<file path="config.mk">
export PLATFORM = sky130hd
export DESIGN_NAME = metronome_sequencer_flat
export DESIGN_NICKNAME = d
export VERILOG_FILES = /design/src/rtl/metronome_sequencer_pkg.sv /design/src/rtl/metronome_sequencer_if.sv /design/src/rtl/metronome_sequencer_beep.sv /design/src/rtl/metronome_sequencer.sv /design/src/flat_wrapper.sv
export SDC_FILE = /design/constraint.sdc
export NUM_CORES = 1
export LEC_CHECK = 0
export BUFFER_PORTS_ARGS = -buffer_cell sky130_fd_sc_hd__buf_2
export CAP_MARGIN = 15
export CORE_MARGIN = 4
export CORE_UTILIZATION = 54
export DETAILED_ROUTE_END_ITERATION = 12
export HOLD_SLACK_MARGIN = 0.12
export PLACE_DENSITY = 0.77
export REMOVE_ABC_BUFFERS = 1
export SLEW_MARGIN = 15
export SYNTH_ARGS = -nofsm -noshare
export SYNTH_HDL_FRONTEND = slang
export SYNTH_SLANG_ARGS = --single-unit
</file>
<file path="constraint.sdc">
create_clock -name i_clk -period 2.24 [get_ports i_clk]
set_input_delay 0.112 -clock i_clk [delete_from_list [all_inputs] [get_ports i_clk]]
set_output_delay 0.112 -clock i_clk [all_outputs]
set_load 0.01 [all_outputs]
</file>
<file path="src/rtl/metronome_sequencer_pkg.sv">
// rtl/metronome_sequencer_pkg.sv - shared types and tempo limits for the metronome beat path
package metronome_pkg;

    typedef enum logic [1:0] {
        IDLE  = 2'd0,
        START = 2'd1,
        RUN   = 2'd2
    } state_t;

    typedef logic [7:0] bpm_t;

    localparam bpm_t BPM_MIN     = 8'd40;
    localparam bpm_t BPM_MAX     = 8'd240;
    localparam bpm_t BPM_DEFAULT = 8'd60;

    // Largest time signature numerator offered by the UI.
    localparam int MAX_BEATS = 8;

    function automatic logic [3:0] bar_len_of(input logic [3:0] beats);
        return (beats == 4'd0) ? 4'd1 : beats;
    endfunction

endpackage

</file>
<file path="src/rtl/metronome_sequencer_if.sv">
// rtl/metronome_sequencer_if.sv - control/status bundle between the UI side and the sequencer
interface metronome_sequencer_if;
    import metronome_pkg::*;

    logic       i_start_stop;
    logic       i_tempo_up;
    logic       i_tempo_down;
    logic [3:0] i_beats_per_bar;
    logic       i_beat_tick;
    bpm_t       o_bpm_out;
    logic       o_div_run;
    logic       o_running;
    logic [3:0] o_beat_idx;
    logic       o_beep;
    logic       o_accent;

    modport master (
        output i_start_stop, i_tempo_up, i_tempo_down, i_beats_per_bar, i_beat_tick,
        input  o_bpm_out, o_div_run, o_running, o_beat_idx, o_beep, o_accent
    );

    modport slave (
        input  i_start_stop, i_tempo_up, i_tempo_down, i_beats_per_bar, i_beat_tick,
        output o_bpm_out, o_div_run, o_running, o_beat_idx, o_beep, o_accent
    );

endinterface

</file>
<file path="src/rtl/metronome_sequencer_beep.sv">
// rtl/metronome_sequencer_beep.sv - retriggerable beep/accent pulse stretcher
module beep_pulse_gen #(
    parameter int LEN = 2500000
) (
    input  logic i_clk,
    input  logic i_rst,
    input  logic i_trig,
    input  logic i_accent,
    input  logic i_clear,
    output logic o_beep,
    output logic o_accent
);

    localparam int W = (LEN > 1) ? $clog2(LEN) : 1;
    localparam logic [W-1:0] LOAD = W'(LEN - 1);

    logic [W-1:0] r_cnt;
    logic         r_active;
    logic         r_accent;

    // The counter runs LOAD..0 with r_active high, so a pulse spans exactly LEN cycles;
    // a retrigger simply reloads, keeping the pulse contiguous.
    always_ff @(posedge i_clk or posedge i_rst) begin
        if (i_rst) begin
            r_cnt    <= '0;
            r_active <= 1'b0;
            r_accent <= 1'b0;
        end else if (i_clear) begin
            r_cnt    <= '0;
            r_active <= 1'b0;
            r_accent <= 1'b0;
        end else if (i_trig) begin
            r_cnt    <= LOAD;
            r_active <= 1'b1;
            r_accent <= i_accent;
        end else if (r_active) begin
            if (r_cnt == '0) begin
                r_active <= 1'b0;
                r_accent <= 1'b0;
            end else begin
                r_cnt <= r_cnt - 1'b1;
            end
        end
    end

    assign o_beep   = r_active;
    assign o_accent = r_accent;

endmodule

</file>
<file path="src/rtl/metronome_sequencer.sv">
// rtl/metronome_sequencer.sv - run/stop FSM, tempo register and bar position for the metronome
module metronome_sequencer
    import metronome_pkg::*;
#(
    parameter bpm_t BPM_MIN     = metronome_pkg::BPM_MIN,
    parameter bpm_t BPM_MAX     = metronome_pkg::BPM_MAX,
    parameter bpm_t BPM_DEFAULT = metronome_pkg::BPM_DEFAULT,
    parameter int   BEEP_LEN    = 2500000
) (
    input  logic                 i_clk,
    input  logic                 i_rst,
    metronome_sequencer_if.slave bus
);

    state_t     r_state;
    state_t     w_next_state;
    bpm_t       r_bpm_pend;
    bpm_t       r_bpm_out;
    logic [3:0] r_bar_len;
    logic [3:0] r_beat_idx;
    logic       r_div_run;
    logic       r_running;

    logic       w_start;
    logic       w_stop;
    logic       w_beat;
    logic       w_wrap;
    logic       w_beep;
    logic       w_accent;

    always_ff @(posedge i_clk or posedge i_rst) begin
        if (i_rst) r_state <= IDLE;
        else       r_state <= w_next_state;
    end

    always_comb begin
        w_next_state = r_state;
        case (r_state)
            IDLE:    if (bus.i_start_stop) w_next_state = START;
            START:   w_next_state = RUN;
            RUN:     if (bus.i_start_stop) w_next_state = IDLE;
            default: w_next_state = IDLE;
        endcase
    end

    // Stop takes priority over a coincident beat, so no beat is emitted on the stop cycle.
    assign w_start = (r_state == IDLE) && bus.i_start_stop;
    assign w_stop  = (r_state == RUN) && bus.i_start_stop;
    assign w_beat  = (r_state == RUN) && bus.i_beat_tick && !bus.i_start_stop;
    assign w_wrap  = (r_beat_idx == r_bar_len - 4'd1);

    always_ff @(posedge i_clk or posedge i_rst) begin
        if (i_rst) begin
            r_bpm_pend <= BPM_DEFAULT;
        end else if (bus.i_tempo_up && !bus.i_tempo_down && (r_bpm_pend < BPM_MAX)) begin
            r_bpm_pend <= r_bpm_pend + 8'd1;
        end else if (bus.i_tempo_down && !bus.i_tempo_up && (r_bpm_pend > BPM_MIN)) begin
            r_bpm_pend <= r_bpm_pend - 8'd1;
        end
    end

    // While running, the divider only sees a new tempo on a beat boundary.
    always_ff @(posedge i_clk or posedge i_rst) begin
        if (i_rst) begin
            r_bpm_out <= BPM_DEFAULT;
        end else if ((r_state == IDLE) || (r_state == START) || w_beat) begin
            r_bpm_out <= r_bpm_pend;
        end
    end

    always_ff @(posedge i_clk or posedge i_rst) begin
        if (i_rst) begin
            r_bar_len  <= 4'd1;
            r_beat_idx <= 4'd0;
        end else if (w_start) begin
            r_bar_len  <= bar_len_of(bus.i_beats_per_bar);
            r_beat_idx <= 4'd0;
        end else if (w_stop) begin
            r_beat_idx <= 4'd0;
        end else if (w_beat) begin
            if (w_wrap) begin
                r_bar_len  <= bar_len_of(bus.i_beats_per_bar);
                r_beat_idx <= 4'd0;
            end else begin
                r_beat_idx <= r_beat_idx + 4'd1;
            end
        end
    end

    always_ff @(posedge i_clk or posedge i_rst) begin
        if (i_rst) begin
            r_div_run <= 1'b0;
            r_running <= 1'b0;
        end else begin
            r_div_run <= (w_next_state != IDLE);
            r_running <= (w_next_state != IDLE);
        end
    end

    beep_pulse_gen #(
        .LEN (BEEP_LEN)
    ) u_beep (
        .i_clk    (i_clk),
        .i_rst    (i_rst),
        .i_trig   (w_start || w_beat),
        .i_accent (w_start || w_wrap),
        .i_clear  (w_stop),
        .o_beep   (w_beep),
        .o_accent (w_accent)
    );

    assign bus.o_bpm_out  = r_bpm_out;
    assign bus.o_div_run  = r_div_run;
    assign bus.o_running  = r_running;
    assign bus.o_beat_idx = r_beat_idx;
    assign bus.o_beep     = w_beep;
    assign bus.o_accent   = w_accent;

endmodule

</file>
<file path="src/flat_wrapper.sv">
// flat-port wrapper written by rule: the top's interface ports become plain ports
module metronome_sequencer_flat import metronome_pkg::*;
#(
    parameter bpm_t BPM_MIN     = metronome_pkg::BPM_MIN,
    parameter bpm_t BPM_MAX     = metronome_pkg::BPM_MAX,
    parameter bpm_t BPM_DEFAULT = metronome_pkg::BPM_DEFAULT,
    parameter int   BEEP_LEN    = 2500000
)
  (i_clk, i_rst, bus_i_start_stop, bus_i_tempo_up, bus_i_tempo_down, bus_i_beats_per_bar, bus_i_beat_tick, bus_o_bpm_out, bus_o_div_run, bus_o_running, bus_o_beat_idx, bus_o_beep, bus_o_accent);
  metronome_sequencer_if bus_i ();
  input  logic i_clk;
  input  logic i_rst;
  input wire logic [$bits(bus_i.i_start_stop)-1:0] bus_i_start_stop;
  input wire logic [$bits(bus_i.i_tempo_up)-1:0] bus_i_tempo_up;
  input wire logic [$bits(bus_i.i_tempo_down)-1:0] bus_i_tempo_down;
  input wire logic [$bits(bus_i.i_beats_per_bar)-1:0] bus_i_beats_per_bar;
  input wire logic [$bits(bus_i.i_beat_tick)-1:0] bus_i_beat_tick;
  output wire logic [$bits(bus_i.o_bpm_out)-1:0] bus_o_bpm_out;
  output wire logic [$bits(bus_i.o_div_run)-1:0] bus_o_div_run;
  output wire logic [$bits(bus_i.o_running)-1:0] bus_o_running;
  output wire logic [$bits(bus_i.o_beat_idx)-1:0] bus_o_beat_idx;
  output wire logic [$bits(bus_i.o_beep)-1:0] bus_o_beep;
  output wire logic [$bits(bus_i.o_accent)-1:0] bus_o_accent;
  assign bus_i.i_start_stop = bus_i_start_stop;
  assign bus_i.i_tempo_up = bus_i_tempo_up;
  assign bus_i.i_tempo_down = bus_i_tempo_down;
  assign bus_i.i_beats_per_bar = bus_i_beats_per_bar;
  assign bus_i.i_beat_tick = bus_i_beat_tick;
  assign bus_o_bpm_out = bus_i.o_bpm_out;
  assign bus_o_div_run = bus_i.o_div_run;
  assign bus_o_running = bus_i.o_running;
  assign bus_o_beat_idx = bus_i.o_beat_idx;
  assign bus_o_beep = bus_i.o_beep;
  assign bus_o_accent = bus_i.o_accent;
  metronome_sequencer #(.BPM_MIN(BPM_MIN), .BPM_MAX(BPM_MAX), .BPM_DEFAULT(BPM_DEFAULT), .BEEP_LEN(BEEP_LEN)) u_core (.i_clk(i_clk), .i_rst(i_rst), .bus(bus_i));
endmodule
</file>
Word-level counts from Yosys, hierarchy flattened
Cells that the tools add are included.
{ "totals": {"register_bits": 51, "in_bits": 10, "out_inout_bits": 16, "elab_cells": 75} }
{ "op_classes": {"mux": 26, "reduce_logical": 28, "n_eq_ne": 5, "add_sub_neg": 5, "magnitude_cmp": 2} }
{ "op_table": {"columns": ["cell", "count"], "rows": [
  ["22-bit 2-to-1 mux", 4],
  ["4-bit 2-to-1 mux", 9],
  ["22-bit logical NOT", 1],
  ["22-bit by 1-bit subtractor with 22-bit output (second input constant)", 1],
  ["8-bit 2-to-1 mux", 2],
  ["3-bit nonzero test", 3],
  ["8-bit by 1-bit adder with 8-bit output (second input constant)", 1],
  ["8-bit by 6-bit greater-than comparator with 1-bit output (second input constant)", 1],
  ["1-bit logical AND", 8],
  ["8-bit less-than comparator (second input constant)", 1],
  ["1-bit 2-to-1 mux", 8],
  ["2-bit nonzero test", 4],
  ["8-bit by 1-bit subtractor with 8-bit output (second input constant)", 1],
  ["2-bit case mux with 3 select lines", 1],
  ["4-bit by 1-bit adder with 4-bit output (second input constant)", 1],
  ["4-bit == test", 1],
  ["4-bit logical NOT", 1],
  ["1-bit logical OR", 4],
  ["2-bit 2-to-1 mux", 2],
  ["2-bit AND reduction", 2],
  ["4-bit by 1-bit subtractor with 4-bit output (second input constant)", 1],
  ["1-bit logical NOT", 3],
  ["3-bit inequality test (second input constant)", 1],
  ["3-bit AND reduction", 1],
  ["4 further kinds", 4]
]} }

Logic depth before layout (Yosys ltp)
Gate-level depths: netlist of run 1.
{ "depth": {"word_depth": 6, "ltp_mapped": 8} }

Cells and area by module
A second synthesis of run 1 with hierarchy kept.
{ "unflattened": {"hier_cells": 277, "hier_area_um2": 3090.5} }
{ "modules_own_cells": {"columns": ["module", "area_per_inst_um2", "n_inst", "cells_per_inst"], "rows": [
  ["metronome_sequencer", 1590.3, 1, 139],
  ["beep_pulse_gen", 1500.2, 1, 138]
]} }

Least setup slack after synthesis of run 1
No wires, ideal clock.
{ "synth_timing": {"path_type": "reg-to-reg", "from": "register u_core.u_beep.r_cnt[8]", "to": "register u_core.u_beep.r_cnt[15]", "stages_incl_launch_ff": 6, "slack_ns": -0.221, "required_time_ns": 2.174, "synth_period_minus_slack_ns": 2.461, "setup_time_ns": 0.066, "arrival_time_ns": 2.395, "path_cell_list": "dfrtp_1 > or4_4 > or4_4 > or4_1 > or4_1 > nand2_1"} }
{ "synth_between": {"elab_chain_len": 5, "word_cells_on_any_way": 8, "classes_between": "add/sub: 1; eq/ne: 1; mux: 4; reduce/logical: 2"} }
{ "synth_lines": {"columns": ["item", "line", "source"], "rows": [
  ["start: declaration", "metronome_sequencer_beep.sv:17", "logic [W-1:0] r_cnt;"],
  ["start signal: assignment", "metronome_sequencer_beep.sv:41", "r_cnt <= r_cnt - 1'b1;"],
  ["22-bit by 1-bit subtractor with 22-bit output", "metronome_sequencer_beep.sv:41", null],
  ["22-bit 2-to-1 mux", "metronome_sequencer_beep.sv:37", "if (r_cnt == '0) begin"],
  ["22-bit 2-to-1 mux", "metronome_sequencer_beep.sv:36", "end else if (r_active) begin"],
  ["22-bit 2-to-1 mux", "metronome_sequencer_beep.sv:32", "end else if (i_trig) begin"],
  ["22-bit 2-to-1 mux", "metronome_sequencer_beep.sv:28", "end else if (i_clear) begin"]
]} }
Several ways; a longest one is shown, not always the timed one. The select of a mux whose other input is x is not followed.
A chain may end at the register's enable or synchronous reset.

Worst setup path in the final report of run 1
{ "layout_timing": {"from": "register u_core.u_beep.r_cnt[6]", "to": "register u_core.u_beep.r_cnt[15]"} }
The elaborated chain is that of the path after synthesis.

==> results of run 1 <==
## logic make-up (layout without fill, tap and decap cells)
| logic type | Yosys count | count (layout) | share of synthesized area [%] |
|---|---|---|---|
| AO/OA/AOI/OAI | 71 | 71 | 16.9 |
| XOR/XNOR | 20 | 20 | 5.99 |
| multiplexers | 20 | 20 | 7.66 |
| buffers and inverters | 22 | 103 | 3.72 |
| AND/OR/NAND/NOR | 96 | 96 | 17.2 |
| flip-flops | 51 | 51 | 44.0 |
| adder cells (fa/ha/maj) | 10 | 10 | 4.54 |
## stage by stage
step           setup slack [ps]  util (%)  area [sq um]  instances
6_report                   -210      74.0          3830        441
3_3_place_gp               -166      65.9          3410        417
5_1_grt                    -282      74.0          3830        441
2_1_floorplan              -258         -          2850        278
3_5_place_dp               -226      65.9          3410        417
4_1_cts                    -211      69.6          3600        432
## final timing paths
check                      slack [ps]                      end
setup / recovery                 -210  u_core.u_beep.r_cnt[15]
hold / removal                    160     u_core.r_bpm_pend[7]
setup reg to reg                 -210  u_core.u_beep.r_cnt[15]
hold reg to reg                   510  u_core.bus.o_bpm_out[1]
max in group asynchronous        1210  u_core.bus.o_bpm_out[5]
min in group asynchronous         420        u_core.r_state[1]
## report_power, final
group / internal (W) / switching, W / total, W
Sequential: 0.00134 / 0.000345 / 0.00169
Clock: 0.000335 / 0.000290 / 0.000624
Combinational: 0.00142 / 0.00138 / 0.00280
Total: 0.00310 / 0.00202 / 0.00511
## layout make-up
type                       instances  area, sq um  share of cell area [%]
multi-input combinational        217         1680                    43.9
inverter                          10         37.5                   0.980
sequential                        51         1290                    33.6
clock inverter                     1         30.0                   0.784
clock buffer                       7         76.3                    1.99
tap                               70         87.6                    2.29
timing repair buffer              85          629                    16.4
## worst max-delay path, stage by stage (launching register included)
cell and delay, ps:
dfrtp_1 390, or4_4 540, or4_4 550, or4_4 430
or4_1 400, nand2_1 80
## registers in the layout (all words and copies together), names as in the netlist
register	cells
u_core.r_state	2
u_core.u_beep.o_accent	1
u_core.u_beep.r_cnt	22
u_core.r_bar_len	4
u_core.bus.o_div_run	1
u_core.r_bpm_pend	8
u_core.bus.o_beat_idx	4
u_core.bus.o_bpm_out	8
u_core.u_beep.o_beep	1
## layout by cell type (no fill, tap or decap), drive strengths merged, types with 5 or more instances in the layout
cell / synthesis / layout
o211ai: 6 / 6
nand4: 5 / 5
xor2: 10 / 10
o22a: 8 / 8
a21oi: 16 / 16
ha: 9 / 9
xnor2: 10 / 10
or4: 9 / 9
nor2: 25 / 25
nor4: 9 / 9
nand3: 5 / 5
or2: 6 / 6
inv: 10 / 10
nor3: 9 / 9
a31oi: 9 / 9
clkbuf: 8 / 7
o21ai: 9 / 9
dlygate4sd3: 0 / 6
dfstp: 9 / 9
mux2: 19 / 19
dfrtp: 42 / 42
nand2: 17 / 17
buf: 4 / 79
## routing by layer
| metal | global-route usage (%) | up-vias |
|---|---|---|
| met1 | 26.2 | 1340 |
| li1 | - | 1239 |
| met2 | 40.6 | 79 |
| met5 | 0 | - |
| met4 | 8.64 | 0 |
| met3 | 4.93 | 19 |
## synthesized netlist by cell type (6+ instances only)
cell type,n,area (sq um)
xnor2_1,10,87.6
or4_1,7,52.6
mux2_2,19,214
dfrtp_1,42,1050
or2_2,6,37.5
nor3_1,9,45.0
inv_1,10,37.5
a21oi_1,16,80.1
nor4_1,9,56.3
ha_1,9,113
nand2_1,17,63.8
nor2_1,25,93.8
xor2_1,10,87.6
dfstp_2,9,236
a31oi_1,9,56.3
o21ai_0,6,30.0
clkbuf_1,7,26.3
o22a_1,7,61.3
o211ai_1,6,45.0
## what timing repair did
item | in CTS | in global routing
buffers inserted | 1 | 9
hold buffers | 6 | 0
pin swaps | 6 | 21
hold endpoints to repair | 28 | 0
endpoints found under the setup margin | 16 | 30
cloned | 0 | 0
gates resized for setup | 4 | 37
==> impl_metrics.tcl, run 1 <==
set metrics [dict create \
    status "complete, but fails checks" \
    violations "negative setup slack" \
    start_kind "flop" \
    yosys_most_used_dff "dfrtp_1" \
    vdd_drop_max_mv 0.959 \
    fin_setup_tns_ps -600 \
    min_path_cells 4 \
    synth-seq-cells 51 \
    coreArea_sq_um 5170 \
    place_congestion 0.872 \
    final_antenna_net_count 0 \
    synth_edf_count 0 \
    rows 26 \
    worst-path-max-fanout 4 \
    cts_buffers 5 \
    rsz0062_at_grt "true" \
    die-width_microns 81.6 \
    endpoint_kind "flop" \
    top_layer "met4" \
    drive_gt1_share_pct 41.0 \
    n_fill_cell 340 \
    first_global_vias 2681 \
    fin_crit_sh_pct 109 \
    firstDrtPassIters 4 \
    totalWireLength_microns 7420 \
    p_leak_nw 1.62 \
    required_ps 2480 \
    r2r_start "u_core.u_beep.r_cnt[6]" \
    wl_met2_microns 3910 \
    hold_viol 0 \
    routedWlPerCell_microns 16.8 \
    buffer_ports.inserted 25 \
    drc 0 \
    ys_warn_count 0 \
    die_area_sq_um 6660 \
    clkSlewWorstSetupHoldPaths_ps 80 \
    clock_sinks 51 \
    worstRegToRegCells 5 \
    initial_core_util_pct 56.5 \
    hold_slack_ps 162 \
    critPathKind "reg -> reg" \
    p_total_w 0.00511 \
    final_max_slew_viol_count 0 \
    worst_pin_slew_ps 669 \
    vias 2677 \
    root_buffer "clkbuf_8" \
    fin_ws_ps -210 \
    grt_overflow_total 0 \
    max_clock_freq_mhz 408 \
    hp-class "in -> reg" \
    syn_inst 290 \
    cp.arrival_ps 2690 \
    p_per_area_nw_per_um2 1330 \
    grt_usage_pct 22.6 \
    dp_hpwl_microns 4750 \
    antenna_found_initial 0 \
    antenna_cells 0 \
    max-cap-violations 0 \
    period_needed_ps 2450 \
    timing.clock.skew_ps 7.43 \
    met3_length_microns 330 \
    die_h_microns 81.6 \
    ys_types 51 \
    grt_max_degree 27 \
    cts_tree "done" \
    grt_pass1_wl_microns 11900 \
    htree_levels 2 \
    syn2layout_area_growth_pct 31.0 \
    vias_per_cell 6.07 \
    hp-start "bus_i_tempo_down" \
    io_pins 26 \
    slew_headroom_pct 55.1 \
    crit_start "u_core.u_beep.r_cnt[6]" \
    synth_area_sq_um 2920 \
    seq_area_frac_synth_pct 44.0 \
    finalSetupViolCount 8 \
    met1Wirelength_microns 3010 \
    clockBufferDepth 2 \
    nNetsFinal 390 \
    drt-initial-drc-count 211 \
    syn_area_per_cell_sq_um 10.1 \
    insertion_delay_ps 300 \
    ys_async_sr_fraction_pct 100 \
]
Note: power is estimated with default switching activity, not from simulation.
==> inputs of run 2 (changes only) <==
Settings changed: CORE_ASPECT_RATIO from default to 1.4.
==> run 2 against run 1 <==
The run still ends with negative setup slack left. Critical path depth unchanged. Hold slack gained 22 ps. Register-to-register slack about the same. Combinational power about the same. Sequential share of layout area rose by 0.90 points. Via count is 0.82% lower. Worst setup slack better by 7.8 ps. Global-route usage is 0.74 points higher. Clock power fell by 17%. Largest cell class unchanged.
==> impl_metrics.tcl, run 2 (same netlist as run 1, synthesis figures left out) <==
set metrics [dict create \
    regMostFlops "u_core.u_beep.r_cnt" \
    p_comb_share_pct 56.4 \
    start_kind "flop" \
    routedWlPerCell_microns 16.9 \
    firstDrtPassIters 4 \
    grt_usage_pct 23.4 \
    required_ps 2480 \
    die-width_microns 70.2 \
    hp-class "in -> reg" \
    p_clk_share_pct 10.3 \
    dp_hpwl_microns 5170 \
    worst-path-max-fanout 3 \
    cts_buffers 5 \
    htree_levels 2 \
    worst_pin_slew_ps 683 \
    utilization_pct 71.8 \
    grt_pass1_wl_microns 12600 \
    insertion_delay_ps 310 \
    vias_per_cell 6.12 \
    nNetsFinal 387 \
    p_int_w 0.00299 \
    syn2layout_area_growth_pct 27.6 \
    cp.arrival_ps 2690 \
    layout_common_cells "47 x buf_4, 42 x dfrtp_1, 26 x buf_2" \
    rsz0062_at_grt "true" \
    initial_core_util_pct 56.3 \
    final_common_cell "buf_4" \
    max_clock_freq_mhz 409 \
    antenna_found_initial 0 \
    status "complete, but fails checks" \
    vdd_drop_max_mv 0.965 \
    drt-initial-drc-count 255 \
    drc 0 \
    clkSlewWorstSetupHoldPaths_ps 90 \
    largest_reg_flops 22 \
    die_h_microns 95.1 \
    final_cells 434 \
    cpMaxStageDelayCell "or4_4" \
    vias 2655 \
    drive_gt1_share_pct 39.9 \
    seqPwrFrac_pct 33.3 \
    place_congestion 0.898 \
    violations "negative setup slack" \
    clock_sinks 51 \
    final_antenna_net_count 0 \
    cts_tree "done" \
    buffer_ports.inserted 25 \
    clockBufferDepth 2 \
    final_max_slew_viol_count 0 \
    coreArea_sq_um 5200 \
    path_common_cell "or4_4" \
    totalWireLength_microns 7320 \
    fin_crit_sh_pct 109 \
    placedCellCount 415 \
    first_global_vias 2690 \
    finalSetupViolCount 2 \
    grt_overflow_total 0 \
    cp_num_buf_inv 0 \
    path_cells "or4_4, or4_4, or4_4, or4_1, nand2_1" \
    slew_headroom_pct 54.2 \
    p_leak_nw 1.58 \
    switching_share_pct 40.5 \
    cp_top_family "simple AND/OR/NAND/NOR gates" \
    p_sw_w 0.00203 \
    max-cap-violations 0 \
    period_needed_ps 2440 \
    critPathKind "reg -> reg" \
    io_pins 26 \
    grt_max_degree 52 \
    rows 31 \
    die_area_sq_um 6670 \
    hold_viol 0 \
    root_buffer "clkbuf_8" \
    p_per_area_nw_per_um2 1350 \
    fin_ws_ps -202 \
    timing.clock.skew_ps 21.6 \
    antenna_cells 0 \
    endpoint_kind "flop" \
    slowest_delay_ps 550 \
]
==> run 2: cell count changes in the layout (fill, tap and decap cells not counted), sizes merged <==
| cell | delta |
|---|---|
| dlygate4sd3 | -1 |
| clkbuf | +1 |
| bufinv | -1 |
| buf | -2 |
==> run 2: tightest hold or removal path: stages <==
cell and delay (ps):
buf_2 80, nand2b_1 100, nand2_1 80, a31oi_1 80
==> run 2: metal layers <==
metal | global-route usage [%] | vias up | share of wire [%]
met2 | 44.0 | 87 | 55
met4 | 9.27 | 0 | 2.6
li1 | - | 1236 | -
met1 | 26.8 | 1312 | 38
met3 | 2.85 | 20 | 4.8
met5 | 0 | - | 0
==> run 2: final timing paths <==
| path | endpoint | slack [ps] | depth (start not counted) | from |
|---|---|---|---|---|
| setup / recovery | u_core.u_beep.r_cnt[15] | -200 | 5 | u_core.u_beep.r_cnt[8] |
| hold / removal | u_core.r_bpm_pend[7] | 180 | 4 | bus_i_tempo_down |
| setup reg to reg | u_core.u_beep.r_cnt[15] | -200 | 5 | u_core.u_beep.r_cnt[8] |
| hold reg to reg | u_core.bus.o_bpm_out[7] | 510 | 1 | u_core.bus.o_bpm_out[7] |
| max in group asynchronous | u_core.r_bar_len[2] | 1280 | 4 | i_rst |
| min in group asynchronous | u_core.bus.o_bpm_out[7] | 510 | 4 | i_rst |
==> run 2: final cells by class <==
cell class	instances	area, sq um
clock buffer	8	80.1
timing repair buffer	82	578
multi-input combinational	217	1660
inverter	10	37.5
fill	394	1470
tap	66	82.6
sequential	51	1290
==> run 2: power groups by stage <==
| stage | Sequential [W] | Combinational (W) | Clock (W) |
|---|---|---|---|
| final | 0.00167 | 0.00283 | 0.000516 |
| after global routing | 0.00172 | 0.00310 | 0.000571 |
| after CTS | 0.00166 | 0.00264 | 0.000525 |
| after detailed placement | 0.00167 | 0.00258 | 0 |
| after global placement | 0.00165 | 0.00246 | 0 |
| after floorplan | 0.00173 | 0.00152 | 0 |
==> run 2: metrics by stage <==
| step | hold slack, ps | setup slack, ps | cell area, sq um | power (W) | TNS [ps] |
|---|---|---|---|---|---|
| floorplan | 263 | -258 | 2850 | 0.00325 | -3090 |
| global placement | 307 | -165 | 3410 | 0.00411 | -381 |
| detailed placement | 324 | -212 | 3410 | 0.00424 | -638 |
| CTS | 182 | -210 | 3590 | 0.00482 | -372 |
| global route | 245 | -237 | 3730 | 0.00539 | -739 |
| finish | 184 | -202 | 3730 | 0.00502 | -340 |
==> run 2: timing repair <==
action                     in CTS  in global routing
pin swaps                       5                 10
hold buffers                    5                  0
setup endpoints to repair      19                 28
cloned                          1                  0
gates resized for setup        10                 25
hold endpoints to repair       46                  0
buffers inserted                2                  3
==> inputs of run 3 (changes only) <==
Settings changed: CTS_CLUSTER_DIAMETER from default to 80, RECOVER_POWER from default to 100.
==> run 3 against run 2 <==
The flow still finishes with violations (negative setup slack). Via count fell by 0.79%. Critical path depth did not move. Utilization fell by 1.2 points. Final cell count did not move. Clock skew fell by 3.5 ps. Critical endpoint unchanged. Clock power barely moved. Combinational power fell by 3%. Worst setup slack improved by 3.3 ps. Routed wire length barely moved. Critical path type unchanged. Sequential share of layout area rose by 0.60 points. Total power fell by 2.0%. Register-to-register slack barely moved.
==> impl_metrics.tcl, run 3 (same netlist as run 1, synthesis figures left out) <==
set metrics [dict create \
    final_max_slew_viol_count 0 \
    worst_pin_slew_ps 1240 \
    path_common_cell "or4_4" \
    grt_max_degree 52 \
    firstDrtPassIters 4 \
    drt-initial-drc-count 260 \
    period_needed_ps 2440 \
    final_area_sq_um 3670 \
    worstRegToRegCells 5 \
    insertion_delay_ps 310 \
    violations "negative setup slack" \
    min_path_cells 4 \
    vias_per_cell 6.07 \
    start_kind "flop" \
    drc 0 \
    p_total_w 0.00492 \
    die_h_microns 95.1 \
    pre_cts_ws_ps -212 \
    max-cap-violations 0 \
    slew_headroom_pct 17.2 \
    worst-path-max-fanout 3 \
    io_pins 26 \
    routedWlPerCell_microns 16.9 \
    p_leak_nw 1.52 \
    first_global_vias 2690 \
    layout_common_cells "44 x buf_4, 42 x dfrtp_1, 24 x nor2_1" \
    die_area_sq_um 6670 \
    rsz0062_at_grt "true" \
    required_ps 2480 \
    initial_core_util_pct 56.3 \
    hold_viol 0 \
    fin_ws_ps -199 \
    antenna_found_initial 0 \
    fin_crit_sh_pct 109 \
    coreArea_sq_um 5200 \
    finalSetupViolCount 3 \
    hp-class "in -> reg" \
    utilization_pct 70.5 \
    placed_area_sq_um 3410 \
    root_buffer "clkbuf_8" \
    clock_sinks 51 \
    htree_levels 2 \
    cts_buffers 5 \
    totalWireLength_microns 7320 \
    die-width_microns 70.2 \
    endpoint_kind "flop" \
    largest_reg_flops 22 \
    grt_pass1_wl_microns 12600 \
    grt_overflow_total 0 \
    final_antenna_net_count 0 \
    max_clock_freq_mhz 410 \
    cp.arrival_ps 2680 \
    cts_tree "done" \
    drive_gt1_share_pct 33.7 \
    vdd_drop_max_mv 0.958 \
    buffer_ports.inserted 25 \
    rows 31 \
    clkSlewWorstSetupHoldPaths_ps 90 \
    path_cells "or4_4, or4_4, or4_4, or4_1, nand2_1" \
    nNetsFinal 387 \
    grt_usage_pct 23.4 \
    place_congestion 0.898 \
    p_per_area_nw_per_um2 1340 \
    syn2layout_area_growth_pct 25.4 \
    regMostFlops "u_core.u_beep.r_cnt" \
    vias 2634 \
    final_common_cell "buf_4" \
    timing.clock.skew_ps 18.1 \
    dp_hpwl_microns 5170 \
    antenna_cells 0 \
    critPathKind "reg -> reg" \
    slowest_delay_ps 550 \
    status "complete, but fails checks" \
    clockBufferDepth 2 \
    cpMaxStageDelayCell "or4_4" \
]
run 3: cell count changes in the layout (fill, tap and decap cells not counted), moves of 2 or more:
cell,previous run,this run
buf_2,26,13
buf_4,47,44
buf_6,4,2
clkbuf_1,3,19
clkbuf_2,0,2
dfstp_1,0,3
dfstp_2,9,6
run 3: layout make-up:
type                       instances  area (sq um)
sequential                        51          1290
fill                             412          1530
clock buffer                       8          80.1
multi-input combinational        217          1640
timing repair buffer              82           538
inverter                          10          37.5
tap                               66          82.6
run 3: per-layer routing:
metal  routed length [microns]  GRT usage, %  vias to the layer above
met3                       254          2.85                       22
met4                       204          9.27                        0
met2                      4000          44.0                       73
met1                      2860          26.8                     1306
met5                         0             0                        -
li1                          -             -                     1233
run 3: through the flow:
stage / hold slack [ps] / setup TNS, ps / cells
after CTS: 182 / -372 / 431
after global placement: 307 / -381 / 415
after detailed placement: 324 / -638 / 415
final: 182 / -348 / 434
after global routing: 245 / -1730 / 434
after floorplan: 263 / -3090 / 278
run 3: final timing paths:
kind                                         startpoint                 endpoint  slack (ps)
worst max-delay path             u_core.u_beep.r_cnt[8]  u_core.u_beep.r_cnt[15]        -200
worst min-delay path                   bus_i_tempo_down     u_core.r_bpm_pend[7]         180
worst max register to register   u_core.u_beep.r_cnt[8]  u_core.u_beep.r_cnt[15]        -200
worst min register to register  u_core.bus.o_bpm_out[6]  u_core.bus.o_bpm_out[6]         510
max in group asynchronous                         i_rst      u_core.r_bar_len[2]         710
min in group asynchronous                         i_rst  u_core.bus.o_bpm_out[7]         760
run 3: power breakdown:
| group | leakage (nW) | internal (W) | switching (W) |
|---|---|---|---|
| clock network | 0.0395 | 0.000223 | 0.000293 |
| registers | 0.599 | 0.00134 | 0.000328 |
| logic | 0.882 | 0.00135 | 0.00139 |
run 3: worst max-delay path, delay by kind of cell (launching register included):
kind | cells | cell delay [ps]
simple gates | 5 | 1990
flops | 1 | 390
run 3: what timing repair did:
action                     in CTS  in global routing
buffers inserted                2                  3
gates cloned                    1                  0
pin swaps                       5                 10
hold buffers                    5                  0
hold endpoints to repair       46                  0
gates resized for setup        10                 25
setup endpoints to repair      19                 28
